$ cat src/rtl/alu_pkg.sv
// Shared definitions for the iterative ALU: opcodes, FSM state encoding and
// the leading/trailing-zero count helpers.
package alu_pkg;

  localparam logic [4:0] OP_AND  = 5'd0;
  localparam logic [4:0] OP_OR   = 5'd1;
  localparam logic [4:0] OP_XOR  = 5'd2;
  localparam logic [4:0] OP_NOT  = 5'd3;
  localparam logic [4:0] OP_NOR  = 5'd4;
  localparam logic [4:0] OP_NAND = 5'd5;
  localparam logic [4:0] OP_ADD  = 5'd6;
  localparam logic [4:0] OP_SUB  = 5'd7;
  localparam logic [4:0] OP_MUL  = 5'd8;
  localparam logic [4:0] OP_MULH = 5'd9;
  localparam logic [4:0] OP_DIV  = 5'd10;
  localparam logic [4:0] OP_REM  = 5'd11;
  localparam logic [4:0] OP_CLZ  = 5'd12;
  localparam logic [4:0] OP_CTZ  = 5'd13;
  localparam logic [4:0] OP_ABS  = 5'd14;
  localparam logic [4:0] OP_SLT  = 5'd15;
  localparam logic [4:0] OP_SLL  = 5'd16;
  localparam logic [4:0] OP_SRL  = 5'd17;
  localparam logic [4:0] OP_SRA  = 5'd18;
  localparam logic [4:0] OP_ROL  = 5'd19;
  localparam logic [4:0] OP_ROR  = 5'd20;

  typedef enum logic [1:0] {
    StIdle,
    StExec,
    StIter,
    StDone
  } alu_state_e;

  // Widest operand the count helpers accept; callers zero-extend into this.
  localparam int MAX_W = 128;

  // Leading zeros within the low w bits of v; returns w for v==0.
  function automatic int clz(input logic [MAX_W-1:0] v, input int w);
    int   cnt;
    logic found;
    cnt   = w;
    found = 1'b0;
    for (int i = MAX_W - 1; i >= 0; i--) begin
      if ((i < w) && v[i] && !found) begin
        cnt   = w - 1 - i;
        found = 1'b1;
      end
    end
    return cnt;
  endfunction

  // Trailing zeros within the low w bits of v; returns w for v==0.
  function automatic int ctz(input logic [MAX_W-1:0] v, input int w);
    int   cnt;
    logic found;
    cnt   = w;
    found = 1'b0;
    for (int i = 0; i < MAX_W; i++) begin
      if ((i < w) && v[i] && !found) begin
        cnt   = i;
        found = 1'b1;
      end
    end
    return cnt;
  endfunction

endpackage

$ cat src/rtl/alu_iter_if.sv
// Request/response bundle between an ALU client (master) and alu_iter (slave).
interface alu_iter_if #(
  parameter int unsigned WIDTH = 32
);
  logic             start;
  logic [4:0]       op;
  logic [WIDTH-1:0] A;
  logic [WIDTH-1:0] B;
  logic             rs1_signed;
  logic             rs2_signed;
  logic             busy;
  logic             valid;
  logic             error;
  logic [WIDTH-1:0] result;
  logic             flag_zero;
  logic             flag_carry;
  logic             flag_ovf;

  modport master (
    output start, op, A, B, rs1_signed, rs2_signed,
    input  busy, valid, error, result, flag_zero, flag_carry, flag_ovf
  );

  modport slave (
    input  start, op, A, B, rs1_signed, rs2_signed,
    output busy, valid, error, result, flag_zero, flag_carry, flag_ovf
  );
endinterface

$ cat src/rtl/alu_muldiv_iter.sv
// Unsigned shift-add multiplier and restoring divider, one bit per cycle.
// Both share one WIDTH+1 adder and the same hi/lo register pair. Outputs are
// the post-step values, so they are final in the cycle o_done is high.
module alu_muldiv_iter #(
  parameter int unsigned WIDTH = 32,
  parameter int unsigned CNT_W = $clog2(WIDTH) + 1
) (
  input  logic             clk,
  input  logic             rst,
  input  logic             i_load,
  input  logic             i_is_div,
  input  logic [WIDTH-1:0] i_a_mag,
  input  logic [WIDTH-1:0] i_b_mag,
  output logic             o_done,
  output logic [WIDTH-1:0] o_prod_hi,
  output logic [WIDTH-1:0] o_prod_lo,
  output logic [WIDTH-1:0] o_quot,
  output logic [WIDTH-1:0] o_rem
);

  // hi: partial product / partial remainder; lo: multiplier / dividend->quotient
  logic [WIDTH-1:0] r_hi;
  logic [WIDTH-1:0] r_lo;
  logic [WIDTH-1:0] r_opnd;
  logic [CNT_W-1:0] r_cnt;
  logic             r_run;
  logic             r_is_div;

  logic [WIDTH:0]   w_x;
  logic [WIDTH:0]   w_y;
  logic             w_cin;
  logic [WIDTH:0]   w_sum;
  logic             w_fits;
  logic [WIDTH-1:0] w_hi_d;
  logic [WIDTH-1:0] w_lo_d;

  // Operand select for the shared adder: add multiplicand, or subtract divisor.
  always_comb begin
    if (r_is_div) begin
      w_x   = {r_hi, r_lo[WIDTH-1]};
      w_y   = ~{1'b0, r_opnd};
      w_cin = 1'b1;
    end else begin
      w_x   = {1'b0, r_hi};
      w_y   = r_lo[0] ? {1'b0, r_opnd} : '0;
      w_cin = 1'b0;
    end
  end

  assign w_sum  = w_x + w_y + {{WIDTH{1'b0}}, w_cin};
  // Partial remainder is always < 2*divisor, so bit WIDTH is the borrow.
  assign w_fits = ~w_sum[WIDTH];

  // Next-state of the register pair for one iteration step.
  always_comb begin
    if (r_is_div) begin
      w_hi_d = w_fits ? w_sum[WIDTH-1:0] : w_x[WIDTH-1:0];
      w_lo_d = {r_lo[WIDTH-2:0], w_fits};
    end else begin
      w_hi_d = w_sum[WIDTH:1];
      w_lo_d = {w_sum[0], r_lo[WIDTH-1:1]};
    end
  end

  assign o_done    = r_run && (r_cnt == CNT_W'(WIDTH - 1));
  assign o_prod_hi = w_hi_d;
  assign o_prod_lo = w_lo_d;
  assign o_quot    = w_lo_d;
  assign o_rem     = w_hi_d;

  // Load operands, then step once per cycle until WIDTH bits are processed.
  always_ff @(posedge clk or posedge rst) begin
    if (rst) begin
      r_hi     <= '0;
      r_lo     <= '0;
      r_opnd   <= '0;
      r_cnt    <= '0;
      r_run    <= 1'b0;
      r_is_div <= 1'b0;
    end else if (i_load) begin
      r_hi     <= '0;
      r_lo     <= i_is_div ? i_a_mag : i_b_mag;
      r_opnd   <= i_is_div ? i_b_mag : i_a_mag;
      r_cnt    <= '0;
      r_run    <= 1'b1;
      r_is_div <= i_is_div;
    end else if (r_run) begin
      r_hi  <= w_hi_d;
      r_lo  <= w_lo_d;
      r_cnt <= r_cnt + CNT_W'(1);
      if (o_done) begin
        r_run <= 1'b0;
      end
    end
  end

endmodule

$ cat src/rtl/alu_iter.sv
// Width-generic ALU with a start/busy/valid handshake. Logic, add/sub, count,
// ABS and SLT complete in one cycle; MUL/MULH/DIV/REM run WIDTH iterations in
// alu_muldiv_iter on operand magnitudes, with signs restored here.
// Define ALU_SHIFT_EN to add SLL/SRL/SRA/ROL/ROR on opcodes 16-20.
module alu_iter
  import alu_pkg::*;
#(
  parameter int unsigned WIDTH = 32,  // >= 8 and even
  parameter int unsigned CNT_W = $clog2(WIDTH) + 1
) (
  input logic       clk,
  input logic       rst,
  alu_iter_if.slave bus
);

  alu_state_e       r_state;
  logic [4:0]       r_op;
  logic [WIDTH-1:0] r_a;
  logic [WIDTH-1:0] r_b;
  logic             r_s1;
  logic             r_s2;
  logic             r_busy;
  logic             r_valid;
  logic             r_error;
  logic [WIDTH-1:0] r_result;
  logic             r_zero;
  logic             r_carry;
  logic             r_ovf;

  logic               w_a_neg;
  logic               w_b_neg;
  logic [WIDTH-1:0]   w_a_mag;
  logic [WIDTH-1:0]   w_b_mag;
  logic               w_is_iter;
  logic               w_is_div;
  logic               w_div0;
  logic               w_load;
  logic [WIDTH:0]     w_add;
  logic [WIDTH:0]     w_sub;
  logic [CNT_W-1:0]   w_clz;
  logic [CNT_W-1:0]   w_ctz;
  logic [WIDTH-1:0]   w_res;
  logic               w_carry;
  logic               w_ovf;
  logic               w_err;
  logic               w_done;
  logic [WIDTH-1:0]   w_prod_hi;
  logic [WIDTH-1:0]   w_prod_lo;
  logic [WIDTH-1:0]   w_quot;
  logic [WIDTH-1:0]   w_rem;
  logic [2*WIDTH-1:0] w_prod_sgn;
  logic [WIDTH-1:0]   w_quot_sgn;
  logic [WIDTH-1:0]   w_rem_sgn;
  logic [WIDTH-1:0]   w_iter_res;

  assign w_a_neg   = r_s1 & r_a[WIDTH-1];
  assign w_b_neg   = r_s2 & r_b[WIDTH-1];
  // MIN negates to itself, which is the correct unsigned magnitude.
  assign w_a_mag   = w_a_neg ? -r_a : r_a;
  assign w_b_mag   = w_b_neg ? -r_b : r_b;
  assign w_is_iter = (r_op == OP_MUL) || (r_op == OP_MULH) || (r_op == OP_DIV) ||
                     (r_op == OP_REM);
  assign w_is_div  = (r_op == OP_DIV) || (r_op == OP_REM);
  assign w_div0    = (r_b == '0);
  assign w_load    = (r_state == StExec) && w_is_iter && !(w_is_div && w_div0);

  assign w_add = {1'b0, r_a} + {1'b0, r_b};
  assign w_sub = {1'b0, r_a} + {1'b0, ~r_b} + {{WIDTH{1'b0}}, 1'b1};
  assign w_clz = CNT_W'(clz(MAX_W'(r_a), int'(WIDTH)));
  assign w_ctz = CNT_W'(ctz(MAX_W'(r_a), int'(WIDTH)));

`ifdef ALU_SHIFT_EN
  localparam int unsigned SH_W = $clog2(WIDTH);
  logic [SH_W-1:0] w_shamt;
  assign w_shamt = r_b[SH_W-1:0];
`endif

  // Single-cycle results, including the divide-by-zero and illegal-op paths.
  always_comb begin
    w_res   = '0;
    w_carry = 1'b0;
    w_ovf   = 1'b0;
    w_err   = 1'b0;
    case (r_op)
      OP_AND:  w_res = r_a & r_b;
      OP_OR:   w_res = r_a | r_b;
      OP_XOR:  w_res = r_a ^ r_b;
      OP_NOT:  w_res = ~r_a;
      OP_NOR:  w_res = ~(r_a | r_b);
      OP_NAND: w_res = ~(r_a & r_b);
      OP_ADD: begin
        w_res   = w_add[WIDTH-1:0];
        w_carry = w_add[WIDTH];
        w_ovf   = (r_a[WIDTH-1] == r_b[WIDTH-1]) && (w_add[WIDTH-1] != r_a[WIDTH-1]);
      end
      OP_SUB: begin
        w_res   = w_sub[WIDTH-1:0];
        w_carry = w_sub[WIDTH];
        w_ovf   = (r_a[WIDTH-1] != r_b[WIDTH-1]) && (w_sub[WIDTH-1] != r_a[WIDTH-1]);
      end
      OP_DIV: begin
        w_res = '1;
        w_err = 1'b1;
      end
      OP_REM: begin
        w_res = r_a;
        w_err = 1'b1;
      end
      OP_CLZ:  w_res = {{(WIDTH - CNT_W){1'b0}}, w_clz};
      OP_CTZ:  w_res = {{(WIDTH - CNT_W){1'b0}}, w_ctz};
      OP_ABS: begin
        w_res = r_a[WIDTH-1] ? -r_a : r_a;
        w_ovf = (r_a == {1'b1, {(WIDTH - 1){1'b0}}});
      end
      OP_SLT:  w_res = {{(WIDTH - 1){1'b0}}, ($signed(r_a) < $signed(r_b))};
`ifdef ALU_SHIFT_EN
      OP_SLL:  w_res = r_a << w_shamt;
      OP_SRL:  w_res = r_a >> w_shamt;
      OP_SRA:  w_res = $signed(r_a) >>> w_shamt;
      OP_ROL:  w_res = (r_a << w_shamt) | (r_a >> (WIDTH - 32'(w_shamt)));
      OP_ROR:  w_res = (r_a >> w_shamt) | (r_a << (WIDTH - 32'(w_shamt)));
`endif
      default: w_err = 1'b1;
    endcase
  end

  alu_muldiv_iter #(
    .WIDTH (WIDTH),
    .CNT_W (CNT_W)
  ) u_muldiv (
    .clk       (clk),
    .rst       (rst),
    .i_load    (w_load),
    .i_is_div  (w_is_div),
    .i_a_mag   (w_a_mag),
    .i_b_mag   (w_b_mag),
    .o_done    (w_done),
    .o_prod_hi (w_prod_hi),
    .o_prod_lo (w_prod_lo),
    .o_quot    (w_quot),
    .o_rem     (w_rem)
  );

  // Sign restoration: quotient truncates toward zero, remainder follows dividend.
  assign w_prod_sgn = (w_a_neg ^ w_b_neg) ? -{w_prod_hi, w_prod_lo} : {w_prod_hi, w_prod_lo};
  assign w_quot_sgn = (w_a_neg ^ w_b_neg) ? -w_quot : w_quot;
  assign w_rem_sgn  = w_a_neg ? -w_rem : w_rem;

  // Pick the iterative result matching the latched opcode.
  always_comb begin
    case (r_op)
      OP_MUL:  w_iter_res = w_prod_sgn[WIDTH-1:0];
      OP_MULH: w_iter_res = w_prod_sgn[2*WIDTH-1:WIDTH];
      OP_DIV:  w_iter_res = w_quot_sgn;
      default: w_iter_res = w_rem_sgn;
    endcase
  end

  // Handshake FSM with registered result, flags and status outputs.
  always_ff @(posedge clk or posedge rst) begin
    if (rst) begin
      r_state  <= StIdle;
      r_op     <= '0;
      r_a      <= '0;
      r_b      <= '0;
      r_s1     <= 1'b0;
      r_s2     <= 1'b0;
      r_busy   <= 1'b0;
      r_valid  <= 1'b0;
      r_error  <= 1'b0;
      r_result <= '0;
      r_zero   <= 1'b0;
      r_carry  <= 1'b0;
      r_ovf    <= 1'b0;
    end else begin
      r_valid <= 1'b0;
      r_error <= 1'b0;
      case (r_state)
        StIdle: begin
          if (bus.start) begin
            r_op    <= bus.op;
            r_a     <= bus.A;
            r_b     <= bus.B;
            r_s1    <= bus.rs1_signed;
            r_s2    <= bus.rs2_signed;
            r_busy  <= 1'b1;
            r_state <= StExec;
          end
        end
        StExec: begin
          if (w_load) begin
            r_state <= StIter;
          end else begin
            r_result <= w_res;
            r_zero   <= (w_res == '0);
            r_carry  <= w_carry;
            r_ovf    <= w_ovf;
            r_error  <= w_err;
            r_valid  <= 1'b1;
            r_busy   <= 1'b0;
            r_state  <= StIdle;
          end
        end
        StIter: begin
          if (w_done) begin
            r_result <= w_iter_res;
            r_zero   <= (w_iter_res == '0);
            r_carry  <= 1'b0;
            r_ovf    <= 1'b0;
            r_valid  <= 1'b1;
            r_state  <= StDone;
          end
        end
        StDone: begin
          r_busy  <= 1'b0;
          r_state <= StIdle;
        end
        default: r_state <= StIdle;
      endcase
    end
  end

  assign bus.busy       = r_busy;
  assign bus.valid      = r_valid;
  assign bus.error      = r_error;
  assign bus.result     = r_result;
  assign bus.flag_zero  = r_zero;
  assign bus.flag_carry = r_carry;
  assign bus.flag_ovf   = r_ovf;

endmodule
$ cat src/flat_wrapper.sv
// flat-port wrapper written by rule: the top's interface ports become plain ports
module alu_iter_flat import alu_pkg::*;
#(
  parameter int unsigned WIDTH = 32,                  
  parameter int unsigned CNT_W = $clog2(WIDTH) + 1
)
  (clk, rst, bus_start, bus_op, bus_A, bus_B, bus_rs1_signed, bus_rs2_signed, bus_busy, bus_valid, bus_error, bus_result, bus_flag_zero, bus_flag_carry, bus_flag_ovf);
  alu_iter_if #(.WIDTH(WIDTH)) bus_i ();
  input logic clk;
  input logic rst;
  input wire logic [$bits(bus_i.start)-1:0] bus_start;
  input wire logic [$bits(bus_i.op)-1:0] bus_op;
  input wire logic [$bits(bus_i.A)-1:0] bus_A;
  input wire logic [$bits(bus_i.B)-1:0] bus_B;
  input wire logic [$bits(bus_i.rs1_signed)-1:0] bus_rs1_signed;
  input wire logic [$bits(bus_i.rs2_signed)-1:0] bus_rs2_signed;
  output wire logic [$bits(bus_i.busy)-1:0] bus_busy;
  output wire logic [$bits(bus_i.valid)-1:0] bus_valid;
  output wire logic [$bits(bus_i.error)-1:0] bus_error;
  output wire logic [$bits(bus_i.result)-1:0] bus_result;
  output wire logic [$bits(bus_i.flag_zero)-1:0] bus_flag_zero;
  output wire logic [$bits(bus_i.flag_carry)-1:0] bus_flag_carry;
  output wire logic [$bits(bus_i.flag_ovf)-1:0] bus_flag_ovf;
  assign bus_i.start = bus_start;
  assign bus_i.op = bus_op;
  assign bus_i.A = bus_A;
  assign bus_i.B = bus_B;
  assign bus_i.rs1_signed = bus_rs1_signed;
  assign bus_i.rs2_signed = bus_rs2_signed;
  assign bus_busy = bus_i.busy;
  assign bus_valid = bus_i.valid;
  assign bus_error = bus_i.error;
  assign bus_result = bus_i.result;
  assign bus_flag_zero = bus_i.flag_zero;
  assign bus_flag_carry = bus_i.flag_carry;
  assign bus_flag_ovf = bus_i.flag_ovf;
  alu_iter #(.WIDTH(WIDTH), .CNT_W(CNT_W)) u_core (.clk(clk), .rst(rst), .bus(bus_i));
endmodule
$ cat config.mk
export PLATFORM = sky130hd
export DESIGN_NAME = alu_iter_flat
export DESIGN_NICKNAME = d
export VERILOG_FILES = /design/src/rtl/alu_pkg.sv /design/src/rtl/alu_iter_if.sv /design/src/rtl/alu_muldiv_iter.sv /design/src/rtl/alu_iter.sv /design/src/flat_wrapper.sv
export SDC_FILE = /design/constraint.sdc
export NUM_CORES = 1
export LEC_CHECK = 0
export ABC_AREA = 0
export BUFFER_PORTS_ARGS = -buffer_cell sky130_fd_sc_hd__buf_2
export CAP_MARGIN = 20
export CORE_MARGIN = 4
export CORE_UTILIZATION = 43
export CTS_BUF_LIST = sky130_fd_sc_hd__clkbuf_8
export CTS_CLUSTER_SIZE = 10
export DETAILED_ROUTE_END_ITERATION = 8
export GPL_ROUTABILITY_DRIVEN = 0
export GPL_TIMING_DRIVEN = 0
export SYNTH_ARGS = -nofsm -noshare
export SYNTH_HDL_FRONTEND = slang
export SYNTH_SLANG_ARGS = --single-unit
$ cat constraint.sdc
create_clock -name clk -period 22.1 [get_ports clk]
set_clock_uncertainty 0.05 [all_clocks]
set_input_delay 4.42 -clock clk [delete_from_list [all_inputs] [get_ports clk]]
set_output_delay 4.42 -clock clk [all_outputs]
set_load 0.01 [all_outputs]
==> impl_metrics.json <==
{
  "report.final.slew_viol_count": 0,
  "cts_setup_buffers": 0,
  "final.min_clock_period_ps": 12510,
  "cts_max_path_buffers": 3,
  "synth_cell_type_count": 121,
  "core_mm2": 0.0580,
  "met2_length_mm": 50.0,
  "worstHoldPathType": "register to register",
  "rsz0062_at_grt": "false",
  "drive_above_1_share": 0.114,
  "setup_viol": 0,
  "grt_max_degree": 93,
  "insertion_delay_ps": 660,
  "drc_errors": 0,
  "ys_seq_area_frac": 0.212,
  "dp_hpwl_mm": 91.6,
  "final_cell_mix": "nand2_1, nor2_1, o21ai_0, a21oi_1, dfrtp_1",
  "timing.critical_path.buf_inv": 15,
  "root_buffer": "clkbuf_8",
  "syn_area_per_cell_um2": 7.48,
  "routedLengthMet1_mm": 43.5,
  "vias_per_cell": 6.60,
  "cts.sink_count": 215,
  "vias": 28700,
  "cts_hold_buf": 0,
  "outcome": "complete, no violations",
  "nNetsFinal": 3771,
  "grt_pass1_vias": 26800,
  "synth_warnings": 0,
  "numPortBuffers": 111,
  "syn_nets": 3609,
  "drt_iter0_markers": 3876,
  "final_common_cell": "nand2_1",
  "tightest_slew_ps": 1250,
  "cp_common_cell": "buf_2",
  "dr.pass1.iters": 6,
  "clkTransAtPathRegs_ps": 60,
  "initial_utilization": 0.437,
  "placedCellCount": 4272,
  "highest_layer": "met5",
  "wl_met3_mm": 12.6,
  "cts_made_buffers": 41,
  "area_delta_synth_final_pct": 9.50,
  "synthCells": 3390,
  "fmax_mhz": 79.9,
  "hold_viol": 0,
  "path_max_fanout": 10,
  "dieArea_mm2": 0.0629,
  "cts_tree": "done",
  "ios": 112,
  "syn_area_mm2": 0.0254,
  "ys_ff_latch": 215,
  "critical-path-top-delay-family": "buffers and inverters",
  "final_cells": 4348,
  "track_usage": 0.350,
  "dieHeight_um": 251,
  "maxCapViolations": 0,
  "async_flop_share": 1.00,
  "ys.flop_type": "dfrtp_1",
  "htree_levels": 2,
  "grt_first_pass_wirelength_mm": 170,
  "post_cts_resized": 0,
  "grt_overflow_total": 0,
  "worst_ep_required_time_ps": 22600,
  "cp-start-kind": "register",
  "die_w_um": 251,
  "max-slew-margin-rel": 0.158,
  "endpoint_kind": "register",
  "antenna_found_initial": 5,
  "arrival_ps": 13010,
  "critPathSlowestCell": "buf_1",
  "avgRoutedWirePerCell_um": 26.6,
  "min_period_over_period": 0.566,
  "antenna_left": 0,
  "cpPeakStageDelay_ps": 670,
  "synth_edf_count": 0,
  "routed_wl_mm": 116,
  "placement_rows": 88,
  "worstSetupPathType": "register to register",
  "fin_setup_tns_ps": 0
}
-- cells in the mapped netlist (17+ instances only) --
cell,number,area share
a2111oi_0,26,0.0090
a211oi_1,50,0.015
a21o_1,52,0.015
a21oi_1,292,0.058
a221o_1,22,0.0087
a221oi_1,17,0.0059
a31oi_1,52,0.013
and2_1,26,0.0064
and3_1,26,0.0064
buf_1,31,0.0046
clkbuf_1,193,0.029
dfrtp_1,215,0.21
ha_1,141,0.070
inv_1,134,0.020
mux2_2,106,0.047
mux2i_1,65,0.026
nand2_1,342,0.051
nand2b_1,18,0.0044
nand3_1,76,0.015
nand4_1,31,0.0076
nor2_1,341,0.050
nor3_1,79,0.016
nor4_1,45,0.011
o211ai_1,69,0.020
o21ai_0,299,0.059
o221ai_1,31,0.011
o22ai_1,18,0.0044
o31ai_1,34,0.010
or3_1,26,0.0064
or4_1,20,0.0059
xnor2_1,138,0.048
xor2_1,40,0.014
-- logic make-up (layout without fill, tap and decap cells) --
kind of cell	count (synthesis)	after routing	share of synthesized area
AO/OA/AOI/OAI	1166	1166	0.305
buffers and inverters	393	583	0.0621
AND/OR/NAND/NOR	1122	1122	0.214
XOR/XNOR	178	178	0.0615
other	0	3	0
multiplexers	171	171	0.0727
flip-flops	215	215	0.212
adder cells (fa/ha/maj)	145	145	0.0727
-- worst paths after layout --
path / slack [ps] / end / cells after the start / start
setup / recovery: 9590 / u_core.bus.flag_zero$_DFFE_PP0P_ / 39 / u_core.u_muldiv.r_is_div$_DFFE_PP0P_
hold / removal: 430 / u_core.bus.result[0]$_DFFE_PP0P_ / 2 / u_core.bus.result[0]$_DFFE_PP0P_
setup reg to reg: 9590 / u_core.bus.flag_zero$_DFFE_PP0P_ / 39 / u_core.u_muldiv.r_is_div$_DFFE_PP0P_
hold reg to reg: 430 / u_core.bus.result[0]$_DFFE_PP0P_ / 2 / u_core.bus.result[0]$_DFFE_PP0P_
max in group asynchronous: 17020 / u_core.bus.result[16]$_DFFE_PP0P_ / 4 / rst
min in group asynchronous: 3740 / u_core.r_b[15]$_DFFE_PP0P_ / 2 / rst
-- worst reg2reg max path: cells and delay by family (launching register included) --
family / cells / cell delay [ps]
AOI/OAI and AO/OA: 9 / 2430
adders and majority gates: 2 / 700
buffers and inverters: 15 / 5370
DFF: 1 / 320
and+or+nand+nor: 13 / 3570
-- routing by layer --
metal | GRT usage | up-vias
li1 | - | 12800
met1 | 0.436 | 13300
met2 | 0.545 | 1975
met3 | 0.0799 | 538
met4 | 0.227 | 4
met5 | 0 | -
-- layout make-up --
class / instances / area (um^2)
fillers: 5997 / 30300
multi-input cells: 2782 / 18400
flip-flops and latches: 215 / 5380
plain buffers: 254 / 1050
well taps: 765 / 957
clock buffers: 48 / 661
repair buffers: 119 / 661
inverters: 139 / 529
clock inverters: 23 / 101
diodes: 3 / 7.51
-- flip-flops by register name, summed over array words and instances (netlist names), 5 cells and up, named ones only --
name	cells
u_core.bus.result	32
u_core.r_a	32
u_core.r_b	32
u_core.u_muldiv.r_hi	32
u_core.u_muldiv.r_lo	32
u_core.u_muldiv.r_opnd	32
u_core.u_muldiv.r_cnt	6
u_core.r_op	5
-- through the flow --
step / cell area, um^2 / hold WS, ps / setup WS (ps) / utilization
floorplan: 25400 / 416 / 11750 / -
global placement: 26900 / 415 / 8830 / 0.463
detailed placement: 27000 / 415 / 10040 / 0.465
CTS: 27700 / 428 / 9980 / 0.478
global route: 27800 / 447 / 9360 / 0.478
finish: 27800 / 425 / 9590 / 0.479
Power is not shown: default switching activity piles up to over one toggle a cycle in this logic, so the estimate is an artifact.
